[src/rtl/mem_ctrl_if.sv]
// Request, response and RAM-port signals of the byte-serial memory controller.
// The slave side is the controller; the master side is the pipeline plus RAM wrapper.
interface mem_ctrl_if;
    logic        if_req;
    logic [31:0] if_addr;
    logic        flush;
    logic [7:0]  if_byte;
    logic        if_byte_valid;
    logic        if_done;
    logic        ls_req;
    logic        ls_we;
    logic [1:0]  ls_len;
    logic [31:0] ls_addr;
    logic [31:0] ls_wdata;
    logic [31:0] ls_rdata;
    logic        ls_done;
    logic [31:0] mem_a;
    logic [7:0]  mem_dout;
    logic        mem_wr;
    logic [7:0]  mem_din;
    logic        busy;

    modport master (
        output if_req, if_addr, flush, ls_req, ls_we, ls_len, ls_addr, ls_wdata, mem_din,
        input  if_byte, if_byte_valid, if_done, ls_rdata, ls_done, mem_a, mem_dout, mem_wr, busy
    );

    modport slave (
        input  if_req, if_addr, flush, ls_req, ls_we, ls_len, ls_addr, ls_wdata, mem_din,
        output if_byte, if_byte_valid, if_done, ls_rdata, ls_done, mem_a, mem_dout, mem_wr, busy
    );
endinterface

[src/rtl/mem_ctrl.sv]
// Byte-serial memory controller: serves instruction fetch and load/store requests
// over a single 8-bit RAM port, one byte per cycle, little-endian.
module mem_ctrl (
    input  logic      clk,
    input  logic      rst,
    input  logic      rdy,
    mem_ctrl_if.slave bus
);
    typedef enum logic [1:0] {IDLE, FETCH, LOAD, STORE} state_t;

    state_t      r_state, w_state_nxt;
    logic [2:0]  r_issue, r_recv, r_n;
    logic [2:0]  w_issue_nxt, w_recv_nxt, w_n_nxt, w_len_n;
    logic [31:0] r_base, r_wdata, r_rdata;
    logic [31:0] w_base_nxt, w_wdata_nxt, w_rdata_nxt;
    logic        w_idle, w_rd_act, w_issue_go, w_capture, w_last_rd;
    logic        w_store, w_last_wr, w_done, w_acc_ls, w_acc_if;

    assign w_idle     = (r_state == IDLE);
    assign w_rd_act   = (r_state == LOAD) || ((r_state == FETCH) && !bus.flush);
    assign w_issue_go = w_rd_act && (r_issue < r_n);
    assign w_capture  = w_rd_act && (r_recv < r_issue);
    assign w_last_rd  = w_capture && ((r_recv + 3'd1) == r_n);
    assign w_store    = (r_state == STORE);
    assign w_last_wr  = w_store && ((r_issue + 3'd1) == r_n);
    assign w_done     = w_last_rd || w_last_wr;
    // On the completing cycle only the other requester may be accepted, since the
    // finishing requester still holds its req high in that cycle.
    assign w_acc_ls   = bus.ls_req && (w_idle || (w_done && (r_state == FETCH)));
    assign w_acc_if   = bus.if_req && !bus.flush &&
                        ((w_idle && !bus.ls_req) || (w_done && (r_state != FETCH)));

    always_comb begin
        case (bus.ls_len)
            2'b00:   w_len_n = 3'd1;
            2'b01:   w_len_n = 3'd2;
            default: w_len_n = 3'd4;
        endcase
    end

    always_ff @(posedge clk) begin
        if (rst) begin
            r_state <= IDLE;
            r_issue <= '0;
            r_recv  <= '0;
            r_n     <= '0;
            r_base  <= '0;
            r_wdata <= '0;
            r_rdata <= '0;
        end else if (rdy) begin
            r_state <= w_state_nxt;
            r_issue <= w_issue_nxt;
            r_recv  <= w_recv_nxt;
            r_n     <= w_n_nxt;
            r_base  <= w_base_nxt;
            r_wdata <= w_wdata_nxt;
            r_rdata <= w_rdata_nxt;
        end
    end

    always_comb begin
        w_state_nxt = r_state;
        w_issue_nxt = r_issue;
        w_recv_nxt  = r_recv;
        w_n_nxt     = r_n;
        w_base_nxt  = r_base;
        w_wdata_nxt = r_wdata;
        w_rdata_nxt = r_rdata;
        if (w_issue_go || w_store)
            w_issue_nxt = r_issue + 3'd1;
        if (w_capture) begin
            w_recv_nxt = r_recv + 3'd1;
            if (r_state == LOAD)
                w_rdata_nxt[{r_recv[1:0], 3'b000} +: 8] = bus.mem_din;
        end
        if (w_done || ((r_state == FETCH) && bus.flush))
            w_state_nxt = IDLE;
        if (w_acc_ls) begin
            w_state_nxt = bus.ls_we ? STORE : LOAD;
            w_base_nxt  = bus.ls_addr;
            w_n_nxt     = w_len_n;
            w_wdata_nxt = bus.ls_wdata;
            w_rdata_nxt = '0;
            w_issue_nxt = '0;
            w_recv_nxt  = '0;
        end else if (w_acc_if) begin
            w_state_nxt = FETCH;
            w_base_nxt  = bus.if_addr;
            w_n_nxt     = 3'd4;
            w_issue_nxt = '0;
            w_recv_nxt  = '0;
        end
    end

    always_comb begin
        bus.mem_a         = '0;
        bus.mem_dout      = '0;
        bus.mem_wr        = 1'b0;
        bus.if_byte       = '0;
        bus.if_byte_valid = 1'b0;
        bus.if_done       = 1'b0;
        bus.ls_rdata      = r_rdata;
        bus.ls_done       = ((r_state == LOAD) && w_last_rd) || w_last_wr;
        bus.busy          = !w_idle;
        if (w_issue_go || w_store)
            bus.mem_a = r_base + {29'd0, r_issue};
        if (w_store) begin
            bus.mem_dout = r_wdata[{r_issue[1:0], 3'b000} +: 8];
            bus.mem_wr   = 1'b1;
        end
        if (w_capture) begin
            if (r_state == FETCH) begin
                bus.if_byte       = bus.mem_din;
                bus.if_byte_valid = 1'b1;
                bus.if_done       = w_last_rd;
            end else begin
                bus.ls_rdata[{r_recv[1:0], 3'b000} +: 8] = bus.mem_din;
            end
        end
    end
endmodule

[src/flat_wrapper.sv]
// flat-port wrapper written by rule: the top's interface ports become plain ports
module mem_ctrl_flat 
  (clk, rst, rdy, bus_if_req, bus_if_addr, bus_flush, bus_ls_req, bus_ls_we, bus_ls_len, bus_ls_addr, bus_ls_wdata, bus_mem_din, bus_if_byte, bus_if_byte_valid, bus_if_done, bus_ls_rdata, bus_ls_done, bus_mem_a, bus_mem_dout, bus_mem_wr, bus_busy);
  mem_ctrl_if bus_i ();
  input  logic clk;
  input  logic rst;
  input  logic rdy;
  input wire logic [$bits(bus_i.if_req)-1:0] bus_if_req;
  input wire logic [$bits(bus_i.if_addr)-1:0] bus_if_addr;
  input wire logic [$bits(bus_i.flush)-1:0] bus_flush;
  input wire logic [$bits(bus_i.ls_req)-1:0] bus_ls_req;
  input wire logic [$bits(bus_i.ls_we)-1:0] bus_ls_we;
  input wire logic [$bits(bus_i.ls_len)-1:0] bus_ls_len;
  input wire logic [$bits(bus_i.ls_addr)-1:0] bus_ls_addr;
  input wire logic [$bits(bus_i.ls_wdata)-1:0] bus_ls_wdata;
  input wire logic [$bits(bus_i.mem_din)-1:0] bus_mem_din;
  output wire logic [$bits(bus_i.if_byte)-1:0] bus_if_byte;
  output wire logic [$bits(bus_i.if_byte_valid)-1:0] bus_if_byte_valid;
  output wire logic [$bits(bus_i.if_done)-1:0] bus_if_done;
  output wire logic [$bits(bus_i.ls_rdata)-1:0] bus_ls_rdata;
  output wire logic [$bits(bus_i.ls_done)-1:0] bus_ls_done;
  output wire logic [$bits(bus_i.mem_a)-1:0] bus_mem_a;
  output wire logic [$bits(bus_i.mem_dout)-1:0] bus_mem_dout;
  output wire logic [$bits(bus_i.mem_wr)-1:0] bus_mem_wr;
  output wire logic [$bits(bus_i.busy)-1:0] bus_busy;
  assign bus_i.if_req = bus_if_req;
  assign bus_i.if_addr = bus_if_addr;
  assign bus_i.flush = bus_flush;
  assign bus_i.ls_req = bus_ls_req;
  assign bus_i.ls_we = bus_ls_we;
  assign bus_i.ls_len = bus_ls_len;
  assign bus_i.ls_addr = bus_ls_addr;
  assign bus_i.ls_wdata = bus_ls_wdata;
  assign bus_i.mem_din = bus_mem_din;
  assign bus_if_byte = bus_i.if_byte;
  assign bus_if_byte_valid = bus_i.if_byte_valid;
  assign bus_if_done = bus_i.if_done;
  assign bus_ls_rdata = bus_i.ls_rdata;
  assign bus_ls_done = bus_i.ls_done;
  assign bus_mem_a = bus_i.mem_a;
  assign bus_mem_dout = bus_i.mem_dout;
  assign bus_mem_wr = bus_i.mem_wr;
  assign bus_busy = bus_i.busy;
  mem_ctrl u_core (.clk(clk), .rst(rst), .rdy(rdy), .bus(bus_i));
endmodule
[config.mk]
export PLATFORM = sky130hd
export DESIGN_NAME = mem_ctrl_flat
export DESIGN_NICKNAME = d
export VERILOG_FILES = /design/src/rtl/mem_ctrl_if.sv /design/src/rtl/mem_ctrl.sv /design/src/flat_wrapper.sv
export SDC_FILE = /design/constraint.sdc
export NUM_CORES = 1
export LEC_CHECK = 0
export ABC_AREA = 1
export BUFFER_PORTS_ARGS = -buffer_cell sky130_fd_sc_hd__buf_4
export CORE_MARGIN = 1
export CORE_UTILIZATION = 58
export CTS_BUF_LIST = sky130_fd_sc_hd__clkbuf_4
export CTS_CLUSTER_SIZE = 28
export DETAILED_ROUTE_END_ITERATION = 8
export GPL_TIMING_DRIVEN = 0
export PLACE_DENSITY = 0.87
export SLEW_MARGIN = 20
export SYNTH_ARGS = -nofsm -noshare
export SYNTH_HDL_FRONTEND = slang
export SYNTH_SLANG_ARGS = --single-unit
[constraint.sdc]
create_clock -name clk -period 8.2 [get_ports clk]
set_input_delay 0.41 -clock clk [delete_from_list [all_inputs] [get_ports clk]]
set_output_delay 0.41 -clock clk [all_outputs]
set_load 0.03 [all_outputs]
After elaboration in Yosys (flattened, before gate mapping). Index checks and enable logic that the tools add are counted.

Reduce and logical (&&, ||, !) cells: 37. Order comparisons: 2. Eq/ne operators: 7. Add/sub/neg operators: 4. Muxes and demuxes: 30. Shift-type cells: 3.

Operators by type and width (count): $mux W32 (8); $add A32 B3 Y32 (1); $bwmux W32 (1); $shift A8 B7 Y32 const A (1); $shiftx A32 B6 Y8 (1); $shiftx A8 B7 Y32 (1); $mux W3 (8); $mux W8 (3); $logic_and A1 B1 Y1 (13); $reduce_and A2 Y1 (5); $reduce_bool A3 Y1 (3); $logic_or A1 B1 Y1 (7); $neg A5 Y7 (1); $add A3 B1 Y3 const B (2); $eq A3 B3 Y1 (2); $lt A3 B3 Y1 (2); $mux W1 (6); $mux W2 (3); $pmux W3 S2 (1); $reduce_bool A2 Y1 (3); $eq A2 B1 Y1 const B (2); $eq A2 B2 Y1 const B (2); $logic_not A2 Y1 (2); $logic_not A1 Y1 (3); other kinds (2) (2).

Flip-flop bits (word level): 107. Output and inout port bits: 85. Bits of input ports: 113. Word-level logic and storage cells: 90.

Longest topological paths before layout.
Word-level depth: 11. Mapped depth: 16. Depth with buffers taken out: 15.

Worst setup path after synthesis. OpenSTA, ideal clock, no wires.

Path kind: reg2out. From: reg u_core.r_issue[1]. To: out bus_mem_a[16]. Buffers on the path: 1. Data required time: 7.790 ns. Data arrival time: 2.957 ns. Setup slack: 4.833 ns. Stages on the path, launching flop included: 13. Cell sequence: dfxtp_1 > clkbuf_1 > clkinv_1 > fa_1 > inv_1 > nand2_1 > a21oi_1 > nand2_1 > inv_1 > nand2_1 > nor2_1 > a31oi_1 > a211oi_1.

Cells in the longest elaborated chain, start to end: 4. Elaborated cells between the ends (all ways): 5. Classes of those cells: add/sub: 1; order compare: 1; mux: 1; reduce/logical: 2.

Ends and longest elaborated chain: from (decl) (RTL line mem_ctrl.sv:12) `logic [2:0] r_issue, r_recv, r_n;`; from (signal assigned) (RTL line mem_ctrl.sv:52) `r_issue <= w_issue_nxt;`; parallel branches: the longest is 3 deep, another holds $add A32 B3 Y32; $mux W32 * (RTL line mem_ctrl.sv:105) `if (w_issue_go || w_store)`; to (decl) (RTL line flat_wrapper.sv:22) `output wire logic [$bits(bus_i.mem_a)-1:0] bus_mem_a;`.

Every way passes the cells marked *.

Worst setup path after layout.
From: reg u_core.r_issue[1]. To: out bus_mem_a[20].

The elaborated chain is that of the path after synthesis.

==> flow_metrics.py <==
metrics = {
    "clocking": {
        "cts_max_path_buffers": 2,
        "root_buffer": "clkbuf_4",
        "worstSkewPairLatency_ns": 0.52,
        "cts_tree": "done",
        "numCtsBuffers": 9,
        "post-cts-setup-buffers": 0,
        "clk_pin_slew_ns": 0.19,
        "hold_buffers": 0,
        "htree_levels": 3,
        "cts_resized": 0,
        "cts_sinks": 107,
    },
    "synthesis": {
        "syn_nets": 1218,
        "ys_top_cells_by_area": "dfxtp_1 (32%), nand2_1 (16%), a21oi_1 (10%), inv_1 (6.3%), o21ai_0 (5.8%)",
        "synth_edf_count": 0,
        "synth_cell_type_count": 37,
        "ys_ff_latch": 107,
        "syn_area_um2": 6750,
        "syn_inst": 1090,
        "synth_top_cell_area_share": 0.317,
        "yosysTopAreaCell": "dfxtp_1",
        "async_flop_share": 0,
        "yosysMostFrequentCell": "nand2_1",
        "yosysSeqAreaShare": 0.317,
        "avgSynthCellArea_um2": 6.20,
        "yosys-top-cells-count": "nand2_1 (279), a21oi_1 (141), inv_1 (114)",
        "ys.flop_type": "dfxtp_1",
        "yosysWarnings": 0,
    },
    "die": {
        "core_area_um2": 11400,
        "initial_core_util": 0.594,
        "rows": 39,
        "dieHeight_um": 110,
        "ios": 198,
        "die_width_um": 110,
        "die-area_um2": 12100,
    },
    "grt": {
        "grt.overflow.total": 0,
        "grt_start_max_net_pins": 21,
        "grt_pass1_vias": 7053,
        "antenna_found_initial": 0,
        "grt_usage": 0.349,
        "grt_pass1_wl_mm": 32.7,
    },
    "sta": {
        "setup_viol": 0,
        "hold_slack_ns": 0.117,
        "tightestPinTransition_ns": 0.819,
        "rsz0062_at_grt": "no",
        "fin_crit_ns": 4.78,
        "slew_violations": 0,
        "fin_tns_setup_ns": 0,
        "finClkSkew_ns": 0.0365,
        "period_share": 0.583,
        "hold_viol": 0,
        "fmax_mhz": 209,
        "setup_ws_ns": 3.42,
        "slew_headroom": 0.452,
    },
    "critical_path": {
        "crit_path_max_incr_delay_ns": 0.52,
        "end_kind": "primary output",
        "critPathMaxFanout": 10,
        "crit_top_cell": "nand2_1",
        "worstPathRequired_ns": 7.79,
        "cp_data_arrival_time_ns": 4.37,
        "path_class": "reg2out",
        "cp_slowest_cell": "fa_1",
        "startpoint_type": "flip-flop",
        "path_cells": "clkbuf_1 > clkinv_1 > fa_1 > inv_1 > nand2_1 > a21oi_1 > nand2_1 > nor2_1 > nand2_1 > nor3_1 > nand2_1 > o21ai_0 > nor2_1 > buf_4",
    },
    "layout": {
        "fin_nets": 1425,
        "area_delta_synth_final_pct": 26.5,
        "post-route-util": 0.752,
        "layout-drive-gt1-share": 0.190,
    },
    "detailed_routing": {
        "vias": 8023,
        "routed_wl_mm": 20.9,
        "via_per_inst": 5.55,
        "post_drt_wl_per_cell_um": 14.5,
        "drt-initial-drc-count": 653,
        "firstDrtPassIters": 8,
        "drtAntennaViolNets": 0,
        "drc": 0,
    },
    "place": {
        "gp_congestion": 1.00,
        "place.port_buffers": 196,
        "hpwl_mm": 16.4,
        "post-place-ws_ns": 4.12,
    },
    "flow_run": {
        "cap_viol_max_count": 0,
    },
    "pwr": {
        "ir_drop_uv": 115,
        "p_leak_nw": 3.55,
        "power_density_nw_per_um2": 128,
    },
    "outcome": {
        "status": "finished clean",
    },
    "worst_hold_path": {
        "hold_path_class": "in2reg",
    },
}
sequential cells by signal, indices dropped and copies added, names as in the netlist:
| name | cells |
|---|---|
| u_core.r_wdata | 32 |
| u_core.r_state | 2 |
| u_core.r_n | 3 |
| u_core.r_issue | 3 |
| u_core.r_recv | 3 |
| u_core.r_rdata | 32 |
| u_core.r_base | 32 |
cell families (layout without fill, tap and decap cells):
| family | Yosys count | in the layout | synth area share |
|---|---|---|---|
| other cells | 0 | 1 | 0 |
| compound gates | 295 | 295 | 0.232 |
| simple gates | 481 | 481 | 0.299 |
| flops | 107 | 107 | 0.317 |
| buf+inv | 182 | 394 | 0.110 |
| fa+ha+maj | 15 | 15 | 0.0289 |
| xor+xnor | 10 | 10 | 0.0130 |
layout by cell type (no fill, tap or decap), drive strengths merged, types with 3 or more instances in the layout:
cell type,synthesis,routed
clkinv,2,3
clkbuf,41,51
nor2,97,97
o32ai,8,8
ha,14,14
a31oi,7,7
nor4,6,6
dfxtp,107,107
o22ai,24,24
nand4,10,10
inv,117,120
nor3,21,21
nand2,283,283
o21ai,109,109
a21oi,144,144
buf,22,218
nand3,61,61
xor2,8,8
power breakdown:
part	leakage (nW)	switching, mW	internal [mW]
Sequential	0.873	0.0231	0.548
Clock	0.0713	0.199	0.0742
Combinational	2.60	0.150	0.100
critical path, delay by kind of cell, from the launching register on:
kind            cells  cell delay [ns]
compound gates      2             0.53
buf+inv             4             1.06
fa+ha+maj           1             0.52
flops               1             0.45
simple gates        7             1.28
through the flow:
| step | instance area, µm² | power (mW) | cells |
|---|---|---|---|
| 5_1_grt | 8540 | 1.15 | 1445 |
| 6_report | 8550 | 1.09 | 1446 |
| 3_3_place_gp | 8400 | 0.824 | 1429 |
| 2_1_floorplan | 6750 | 0.732 | 1090 |
| 4_1_cts | 8540 | 1.09 | 1445 |
| 3_5_place_dp | 8400 | 0.829 | 1429 |
cell type report:
type / count / area [µm²]
flip-flops and latches: 107 / 2140
multi-input cells: 801 / 3870
repair buffers: 196 / 1470
clock buffers: 10 / 75.1
inverters: 119 / 447
fillers: 1013 / 2820
diodes: 1 / 2.50
well taps: 143 / 179
clock inverters: 6 / 65.1
plain buffers: 63 / 298
layer usage:
layer	part of all wire	wire length, µm	vias to the layer above	global-route usage
met2	0.48	10000	339	0.588
met4	0.029	608	0	0.132
li1	-	-	4021	-
met5	0	0	-	0
met3	0.071	1480	48	0.0711
met1	0.42	8790	3615	0.436
path summary, 6_finish.rpt:
check	startpoint	slack, ns	end	depth (start not counted)
worst max register to register	u_core.r_issue[0]$_SDFFE_PP0P_	4.77	u_core.r_wdata[20]$_SDFFE_PP0P_	12
worst min register to register	u_core.r_wdata[11]$_SDFFE_PP0P_	0.47	u_core.r_wdata[11]$_SDFFE_PP0P_	2
worst max-delay path	u_core.r_issue[1]$_SDFFE_PP0P_	3.42	bus_mem_a[20]	14
worst min-delay path	bus_ls_wdata[27]	0.12	u_core.r_wdata[27]$_SDFFE_PP0P_	3
Power figures use the tool's default switching activity.
